$ cat src/rtl/decode_pkg.sv
// Shared decode definitions for the ID stage.
//   OP_*   : primary opcode values, instruction bits [31:26]
//   ALU_*  : ALU operation class handed to execute
//   ctrl_t : control bundle carried in the ID/EX register
//   decode_op() : opcode -> control bundle; unknown opcodes set illegal
package decode_pkg;

   localparam logic [5:0] OP_RTYPE = 6'b000000;
   localparam logic [5:0] OP_LW    = 6'b100011;
   localparam logic [5:0] OP_SW    = 6'b101011;
   localparam logic [5:0] OP_BEQ   = 6'b000100;

   localparam logic [1:0] ALU_ADD   = 2'b00;
   localparam logic [1:0] ALU_SUB   = 2'b01;
   localparam logic [1:0] ALU_FUNCT = 2'b10;

   typedef struct packed {
      logic       regdst;
      logic       alusrc;
      logic       branch;
      logic       memread;
      logic       memwrite;
      logic       memtoreg;
      logic       regwrite;
      logic [1:0] aluop;
      logic       illegal;
   } ctrl_t;

   function automatic ctrl_t decode_op(input logic [5:0] op);
      ctrl_t c;
      c = '0;
      case (op)
         OP_RTYPE: begin
            c.regdst   = 1'b1;
            c.regwrite = 1'b1;
            c.aluop    = ALU_FUNCT;
         end
         OP_LW: begin
            c.alusrc   = 1'b1;
            c.memread  = 1'b1;
            c.memtoreg = 1'b1;
            c.regwrite = 1'b1;
            c.aluop    = ALU_ADD;
         end
         OP_SW: begin
            c.alusrc   = 1'b1;
            c.memwrite = 1'b1;
            c.aluop    = ALU_ADD;
         end
         OP_BEQ: begin
            c.branch = 1'b1;
            c.aluop  = ALU_SUB;
         end
         default: c.illegal = 1'b1;
      endcase
      return c;
   endfunction

endpackage

$ cat src/rtl/regfile_p.sv
// Register file for the ID stage.
//   i_clk, i_rst          : clock, synchronous active-high reset (clears all entries)
//   i_raddr_a/b, o_rdata_a/b : two combinational read ports
//   i_we, i_waddr, i_wdata   : one write port, committed on posedge
// Entry 0 always reads zero and ignores writes. A write to the entry being
// read in the same cycle is forwarded so ID sees the value WB is committing.
module regfile_p #(
   parameter int DATA_W = 32,
   parameter int REG_AW = 5
) (
   input  logic              i_clk,
   input  logic              i_rst,
   input  logic [REG_AW-1:0] i_raddr_a,
   input  logic [REG_AW-1:0] i_raddr_b,
   output logic [DATA_W-1:0] o_rdata_a,
   output logic [DATA_W-1:0] o_rdata_b,
   input  logic              i_we,
   input  logic [REG_AW-1:0] i_waddr,
   input  logic [DATA_W-1:0] i_wdata
);
   import decode_pkg::*;

   localparam int DEPTH = 1 << REG_AW;

   logic [DEPTH-1:0][DATA_W-1:0] mem_q, mem_d;
   logic                         wr_ok;

   assign wr_ok = i_we && (i_waddr != '0);

   always_comb begin
      mem_d = mem_q;
      if (wr_ok) mem_d[i_waddr] = i_wdata;
   end

   always_ff @(posedge i_clk) begin
      if (i_rst) mem_q <= '0;
      else       mem_q <= mem_d;
   end

   assign o_rdata_a = (i_raddr_a == '0)                  ? '0      :
                      (wr_ok && (i_waddr == i_raddr_a))  ? i_wdata : mem_q[i_raddr_a];
   assign o_rdata_b = (i_raddr_b == '0)                  ? '0      :
                      (wr_ok && (i_waddr == i_raddr_b))  ? i_wdata : mem_q[i_raddr_b];

endmodule

$ cat src/rtl/decode_stage_p.sv
// ID stage: decodes the instruction, reads operands, sign-extends imm16 and
// registers everything into the ID/EX register with valid/ready flow control.
//   i_clk, i_rst              : clock, synchronous active-high reset
//   i_valid / o_ready         : IF/ID handshake (o_ready is combinational)
//   i_flush, i_stall          : kill ID contents / hold ID/EX
//   i_addr_NextPC, i_data_Instr : instruction in ID
//   i_con_RegWr, i_addr_WrReg, i_data_WrData : WB write port
//   o_valid, o_con_*, o_illegal, o_addr_*, o_data_* : ID/EX register
//   o_cnt_bubble              : saturating count of load-use bubbles
module decode_stage_p #(
   parameter int DATA_W    = 32,
   parameter int REG_AW    = 5,
   parameter int HAZARD_EN = 1,
   parameter int CNT_W     = 16
) (
   input  logic              i_clk,
   input  logic              i_rst,
   input  logic              i_valid,
   output logic              o_ready,
   input  logic              i_flush,
   input  logic              i_stall,
   input  logic [DATA_W-1:0] i_addr_NextPC,
   input  logic [31:0]       i_data_Instr,
   input  logic              i_con_RegWr,
   input  logic [REG_AW-1:0] i_addr_WrReg,
   input  logic [DATA_W-1:0] i_data_WrData,
   output logic              o_valid,
   output logic              o_con_ex_regdst,
   output logic              o_con_ex_alusrc,
   output logic              o_con_mem_branch,
   output logic              o_con_mem_memread,
   output logic              o_con_mem_memwrite,
   output logic              o_con_wb_memtoreg,
   output logic              o_con_wb_regwrite,
   output logic [1:0]        o_con_ex_aluop,
   output logic              o_illegal,
   output logic [DATA_W-1:0] o_addr_NextPC,
   output logic [DATA_W-1:0] o_data_rs,
   output logic [DATA_W-1:0] o_data_rt,
   output logic [DATA_W-1:0] o_data_SignExt,
   output logic [REG_AW-1:0] o_addr_rs,
   output logic [REG_AW-1:0] o_addr_mux_0,
   output logic [REG_AW-1:0] o_addr_mux_1,
   output logic [CNT_W-1:0]  o_cnt_bubble
);
   import decode_pkg::*;

   localparam logic HZ_ON = (HAZARD_EN != 0);

   logic [5:0]        opcode;
   logic [REG_AW-1:0] rs_a, rt_a, rd_a;
   logic [DATA_W-1:0] rs_rd, rt_rd, sext;
   ctrl_t             ctrl_dec;
   logic              uses_rt, hazard;

   logic              valid_q, valid_d;
   ctrl_t             ctrl_q, ctrl_d;
   logic [DATA_W-1:0] npc_q, npc_d, rs_data_q, rs_data_d, rt_data_q, rt_data_d;
   logic [DATA_W-1:0] sext_q, sext_d;
   logic [REG_AW-1:0] addr_rs_q, addr_rs_d, addr_rt_q, addr_rt_d, addr_rd_q, addr_rd_d;
   logic [CNT_W-1:0]  cnt_q, cnt_d;

   assign opcode   = i_data_Instr[31:26];
   assign rs_a     = i_data_Instr[21 +: REG_AW];
   assign rt_a     = i_data_Instr[16 +: REG_AW];
   assign rd_a     = i_data_Instr[11 +: REG_AW];
   assign sext     = {{(DATA_W-16){i_data_Instr[15]}}, i_data_Instr[15:0]};
   assign ctrl_dec = decode_op(opcode);

   regfile_p #(.DATA_W(DATA_W), .REG_AW(REG_AW)) u_regfile (
      .i_clk     (i_clk),
      .i_rst     (i_rst),
      .i_raddr_a (rs_a),
      .i_raddr_b (rt_a),
      .o_rdata_a (rs_rd),
      .o_rdata_b (rt_rd),
      .i_we      (i_con_RegWr),
      .i_waddr   (i_addr_WrReg),
      .i_wdata   (i_data_WrData)
   );

   // rt is only a true source for R-type, sw and beq; lw merely writes it.
   assign uses_rt = (opcode == OP_RTYPE) || (opcode == OP_SW) || (opcode == OP_BEQ);

   assign hazard = HZ_ON && i_valid && valid_q && ctrl_q.memread && (addr_rt_q != '0)
                   && ((addr_rt_q == rs_a) || ((addr_rt_q == rt_a) && uses_rt));

   assign o_ready = ~i_stall & ~hazard;

   always_comb begin
      valid_d   = valid_q;
      ctrl_d    = ctrl_q;
      npc_d     = npc_q;
      rs_data_d = rs_data_q;
      rt_data_d = rt_data_q;
      sext_d    = sext_q;
      addr_rs_d = addr_rs_q;
      addr_rt_d = addr_rt_q;
      addr_rd_d = addr_rd_q;
      cnt_d     = cnt_q;
      // Bubbles clear only valid and control; stale data behind valid=0 is harmless.
      if (i_flush) begin
         valid_d = 1'b0;
         ctrl_d  = '0;
      end else if (i_stall) begin
         valid_d = valid_q;
      end else if (hazard) begin
         valid_d = 1'b0;
         ctrl_d  = '0;
         if (cnt_q != '1) cnt_d = cnt_q + CNT_W'(1);
      end else begin
         valid_d   = i_valid;
         ctrl_d    = i_valid ? ctrl_dec : '0;
         npc_d     = i_addr_NextPC;
         rs_data_d = rs_rd;
         rt_data_d = rt_rd;
         sext_d    = sext;
         addr_rs_d = rs_a;
         addr_rt_d = rt_a;
         addr_rd_d = rd_a;
      end
   end

   always_ff @(posedge i_clk) begin
      if (i_rst) begin
         valid_q   <= 1'b0;
         ctrl_q    <= '0;
         npc_q     <= '0;
         rs_data_q <= '0;
         rt_data_q <= '0;
         sext_q    <= '0;
         addr_rs_q <= '0;
         addr_rt_q <= '0;
         addr_rd_q <= '0;
         cnt_q     <= '0;
      end else begin
         valid_q   <= valid_d;
         ctrl_q    <= ctrl_d;
         npc_q     <= npc_d;
         rs_data_q <= rs_data_d;
         rt_data_q <= rt_data_d;
         sext_q    <= sext_d;
         addr_rs_q <= addr_rs_d;
         addr_rt_q <= addr_rt_d;
         addr_rd_q <= addr_rd_d;
         cnt_q     <= cnt_d;
      end
   end

   assign o_valid            = valid_q;
   assign o_con_ex_regdst    = ctrl_q.regdst;
   assign o_con_ex_alusrc    = ctrl_q.alusrc;
   assign o_con_mem_branch   = ctrl_q.branch;
   assign o_con_mem_memread  = ctrl_q.memread;
   assign o_con_mem_memwrite = ctrl_q.memwrite;
   assign o_con_wb_memtoreg  = ctrl_q.memtoreg;
   assign o_con_wb_regwrite  = ctrl_q.regwrite;
   assign o_con_ex_aluop     = ctrl_q.aluop;
   assign o_illegal          = ctrl_q.illegal;
   assign o_addr_NextPC      = npc_q;
   assign o_data_rs          = rs_data_q;
   assign o_data_rt          = rt_data_q;
   assign o_data_SignExt     = sext_q;
   assign o_addr_rs          = addr_rs_q;
   assign o_addr_mux_0       = addr_rt_q;
   assign o_addr_mux_1       = addr_rd_q;
   assign o_cnt_bubble       = cnt_q;

endmodule
$ cat config.mk
export PLATFORM = sky130hd
export DESIGN_NAME = decode_stage_p
export DESIGN_NICKNAME = d
export VERILOG_FILES = /design/src/rtl/decode_pkg.sv /design/src/rtl/regfile_p.sv /design/src/rtl/decode_stage_p.sv
export SDC_FILE = /design/constraint.sdc
export NUM_CORES = 2
export LEC_CHECK = 0
export ABC_AREA = 1
export CORE_AREA = 3 3 356 358
export CTS_CLUSTER_DIAMETER = 100
export DETAILED_ROUTE_END_ITERATION = 6
export DIE_AREA = 0 0 359 361
export HOLD_SLACK_MARGIN = 0.06
export PLACE_DENSITY = 0.68
export REMOVE_ABC_BUFFERS = 1
export SLEW_MARGIN = 20
export SYNTH_ARGS = -nofsm -noshare
export SYNTH_HDL_FRONTEND = slang
export SYNTH_HIERARCHICAL = 1
export SYNTH_SLANG_ARGS = --single-unit
$ cat constraint.sdc
create_clock -name i_clk -period 2.1 [get_ports i_clk]
set_clock_uncertainty 0.2 [all_clocks]
set_input_delay 0.315 -clock i_clk [delete_from_list [all_inputs] [get_ports i_clk]]
set_output_delay 0.315 -clock i_clk [all_outputs]
set_load 0.005 [all_outputs]
==> results.md <==
- Post-DP HPWL: 169100 um
- FILL cells: approximately 11000
- Vias in the first global route: approximately 65000
- Largest net degree at the start of global routing: approximately 120
- Commonest non-fill, non-tap cell in the layout: nand2_1
- Violated checks: design-rule violations, negative setup slack
- Final WS setup: -0.3253 ns
- Yosys top cell by area: dfxtp_1
- Die area: 0.1296 mm2
- Die X: 359 um
- CP Data Required Time: 1.58 ns
- Initial antenna violation count: 7
- Synth top area cells: dfxtp_1 (37%), nand2_1 (14%), nand3_1 (8.1%)
- Drc violations: 2
- Share of cells above drive strength 1: about an eighth
- Skew-Pair Late Insertion Delay: 0.79 ns
- Max_slew headroom: 57.45%
- Critical path launch point: o_addr_mux_0[4]$_SDFFE_PP0P_
- Setup crit end kind: output port
- Arr. time, crit path: 1.91 ns
- Leak: 31.88 nW
- Max-slew violations: 0
- Core area: 0.1236 mm2
- Worst-Margin Slew: 0.6383 ns
- First-pass DRT Iterations: 7
- Layout Cells excl Fill: 11820
- Sink Count: 1171
- Max FO, Critical Path: 5
- Starting density of the core: around half
- PD cells: 715.4 mW/mm2
- Min Tclk post-route: 2.425 ns
- 1st-iter DRT viols: about 9800
- Max-cap violation count: 0
- WS Path Type: reg -> out
- Fin nets: 10180
- # H-tree levels: 4
- Final setup TNS: -3.139 ns
- #FFs+latches synth: 1171
- IR drop worst, VDD: approximately 0.00090 V
- Gr usage total: 38.65%
- R2r startpoint: o_addr_mux_0[2]$_SDFFE_PP0P_
- IO Count: 278
- Yosys cell types: 39
- Avg Inst Size Synth: 6.451 um2
- Vias: between 70000 and 80000
- DRT antenna net count: 0
- Final setup vio count: between 50 and 60
- Hold Crit Class: in -> reg
- RSZ-0062 raised after global routing: yes
- I/O Buffers: 277
- Routed len/inst: about 23 um
- Grt total ovfl: 0
- Synth Cell Area: 0.06316 mm2
- Syn Inst Count: 9791
- Cells after DPL: 11470
- Status: complete, but fails checks
- Height of the die: 361 um
- CTS tree: done
- Num CTS Buffers: 137
- GP Congestion: 0.9487
- Worst hold path startpoint: i_data_WrData[13]
- Total power: 0.05594 W
- Most frequent cells in the layout: nand2_1 (2349), nor2_1 (1340), dfxtp_1 (1132)
- Root buffer cell: clkbuf_16
- Clk slew on worst S/H paths: 0.06 ns
- Synth Warn #: 6
- Num rows: 129
- Fin crit share: 115.5%
- First-pass GRT wire length: approximately 400000 um
- Critical path launch point type: flip-flop
- Vias per std cell: about 6.0
- Seq/Total Area, Yosys: about 37%
- FMAX: 412.3 MHz
- Clock buffer depth: 3
- DRT Wirelength: ~270000 um
- Final hold violation count: 0
- Area delta synth->final: 23.81%
- Synth top area share: between 30% and 40%
-- power by group --
part / internal, W / switching, W / total (W)
registers: 0.0226 / 0.000207 / 0.0228
logic: 0.00304 / 0.00512 / 0.00816
clock network: 0.0149 / 0.0101 / 0.0250
-- state kept, by name, indices dropped and copies added, names as in the netlist, 5 cells and up --
| signal | cells |
|---|---|
| o_addr_mux_0 | 5 |
| u_regfile/mem_q | 1024 |
| o_data_rt | 32 |
| o_cnt_bubble | 16 |
| o_data_rs | 32 |
| o_data_SignExt | 16 |
| o_addr_rs | 5 |
| o_addr_NextPC | 32 |
-- layout make-up --
cell class                      count  area, um2  area share [%]
Multi-Input combinational cell   6968      32910           42.08
Sequential cell                  1171      23520           30.08
Timing Repair Buffer             1049      12200           15.60
Clock buffer                      207       4202           5.373
Inverter                          741       2834           3.624
Tap cell                         1637       2048           2.619
Clock inverter                     38      459.2          0.5872
Antenna cell                       10      25.02         0.03200
-- what timing repair did --
| action | in CTS | in global routing |
|---|---|---|
| resized for setup | 227 | 89 |
| hold buffers | 52 | 0 |
| pin swaps | 7 | 31 |
| setup buffers | 6 | 6 |
| setup endpoints to repair | 171 | 124 |
| cloned | 0 | 30 |
| endpoints found under the hold margin | 187 | 0 |
-- kinds of logic after synthesis --
family	count (synthesis)	synth area share (%)
simple gates	4884	31.81
fa+ha+maj	1	0.01981
xor+xnor	18	0.2496
flops	1171	37.11
compound gates	2064	19.78
buf+inv	1653	11.03
-- critical path, stage by stage, from the launching register on --
cell and delay [ns]:
dfxtp_4 0.37, xnor2_2 0.18, nand3_2 0.13, o21ai_4 0.19, nand2_4 0.07, inv_2 0.04
nor2_1 0.03, buf_2 0.12
-- routing by layer --
layer | track usage (%) | part of all wire (%) | wire length, um | up-vias
met2 | 57.66 | 41 | 111800 | 4827
met4 | 20.78 | 6.7 | 18260 | 8
met1 | 51.18 | 38 | 102800 | 32640
li1 | - | - | - | 32710
met5 | 0 | 0.018 | 49 | -
met3 | 9.938 | 14 | 38280 | 1075
-- Yosys cell counts --
cell / instances
nand2_1: 2349
nor2_1: 1358
dfxtp_1: 1171
nand3_1: 1027
inv_1: 692
a21oi_1: 650
o21ai_0: 592
a211oi_1: 571
clkbuf_1: 464
buf_2: 327
o211ai_1: 215
or2_2: 54
buf_1: 53
inv_2: 47
buf_4: 43
nor3_1: 36
buf_6: 25
nand4_1: 23
a211oi_2: 21
nor2_2: 10
xor2_1: 10
o21bai_1: 9
nor2_4: 8
xnor2_1: 8
nand3b_1: 5
o21ai_1: 4
nor2_8: 3
nor3_2: 3
nand2_4: 2
nand4_2: 2
clkinv_1: 1
ha_1: 1
inv_4: 1
nand2_2: 1
nand3_2: 1
nand3_4: 1
nor3_4: 1
o21a_1: 1
o21ai_4: 1
-- final timing paths --
check | slack [ns] | to | cells after the start
max | -0.33 | o_ready | 7
min | 0.12 | u_regfile/mem_q[813]$_SDFFE_PP0P_ | 3
max reg2reg | -0.15 | o_data_rs[3]$_SDFFE_PP0P_ | 13
min reg2reg | 0.25 | u_regfile/mem_q[26]$_SDFFE_PP0P_ | 2
-- metrics by stage --
step / area (um2) / hold WS [ns] / util (%) / setup slack [ns]
global route: 78180 / 0.1216 / 63.23 / -0.4340
CTS: 77290 / 0.07463 / 62.51 / -0.3861
finish: 78200 / 0.1171 / 63.25 / -0.3253
floorplan: 58980 / 0.1841 / - / -4.049
detailed placement: 72200 / 0.2382 / 58.39 / -0.5727
global placement: 72200 / 0.2380 / 58.39 / -0.5487
No activity file was read; power rests on OpenSTA's default activity.
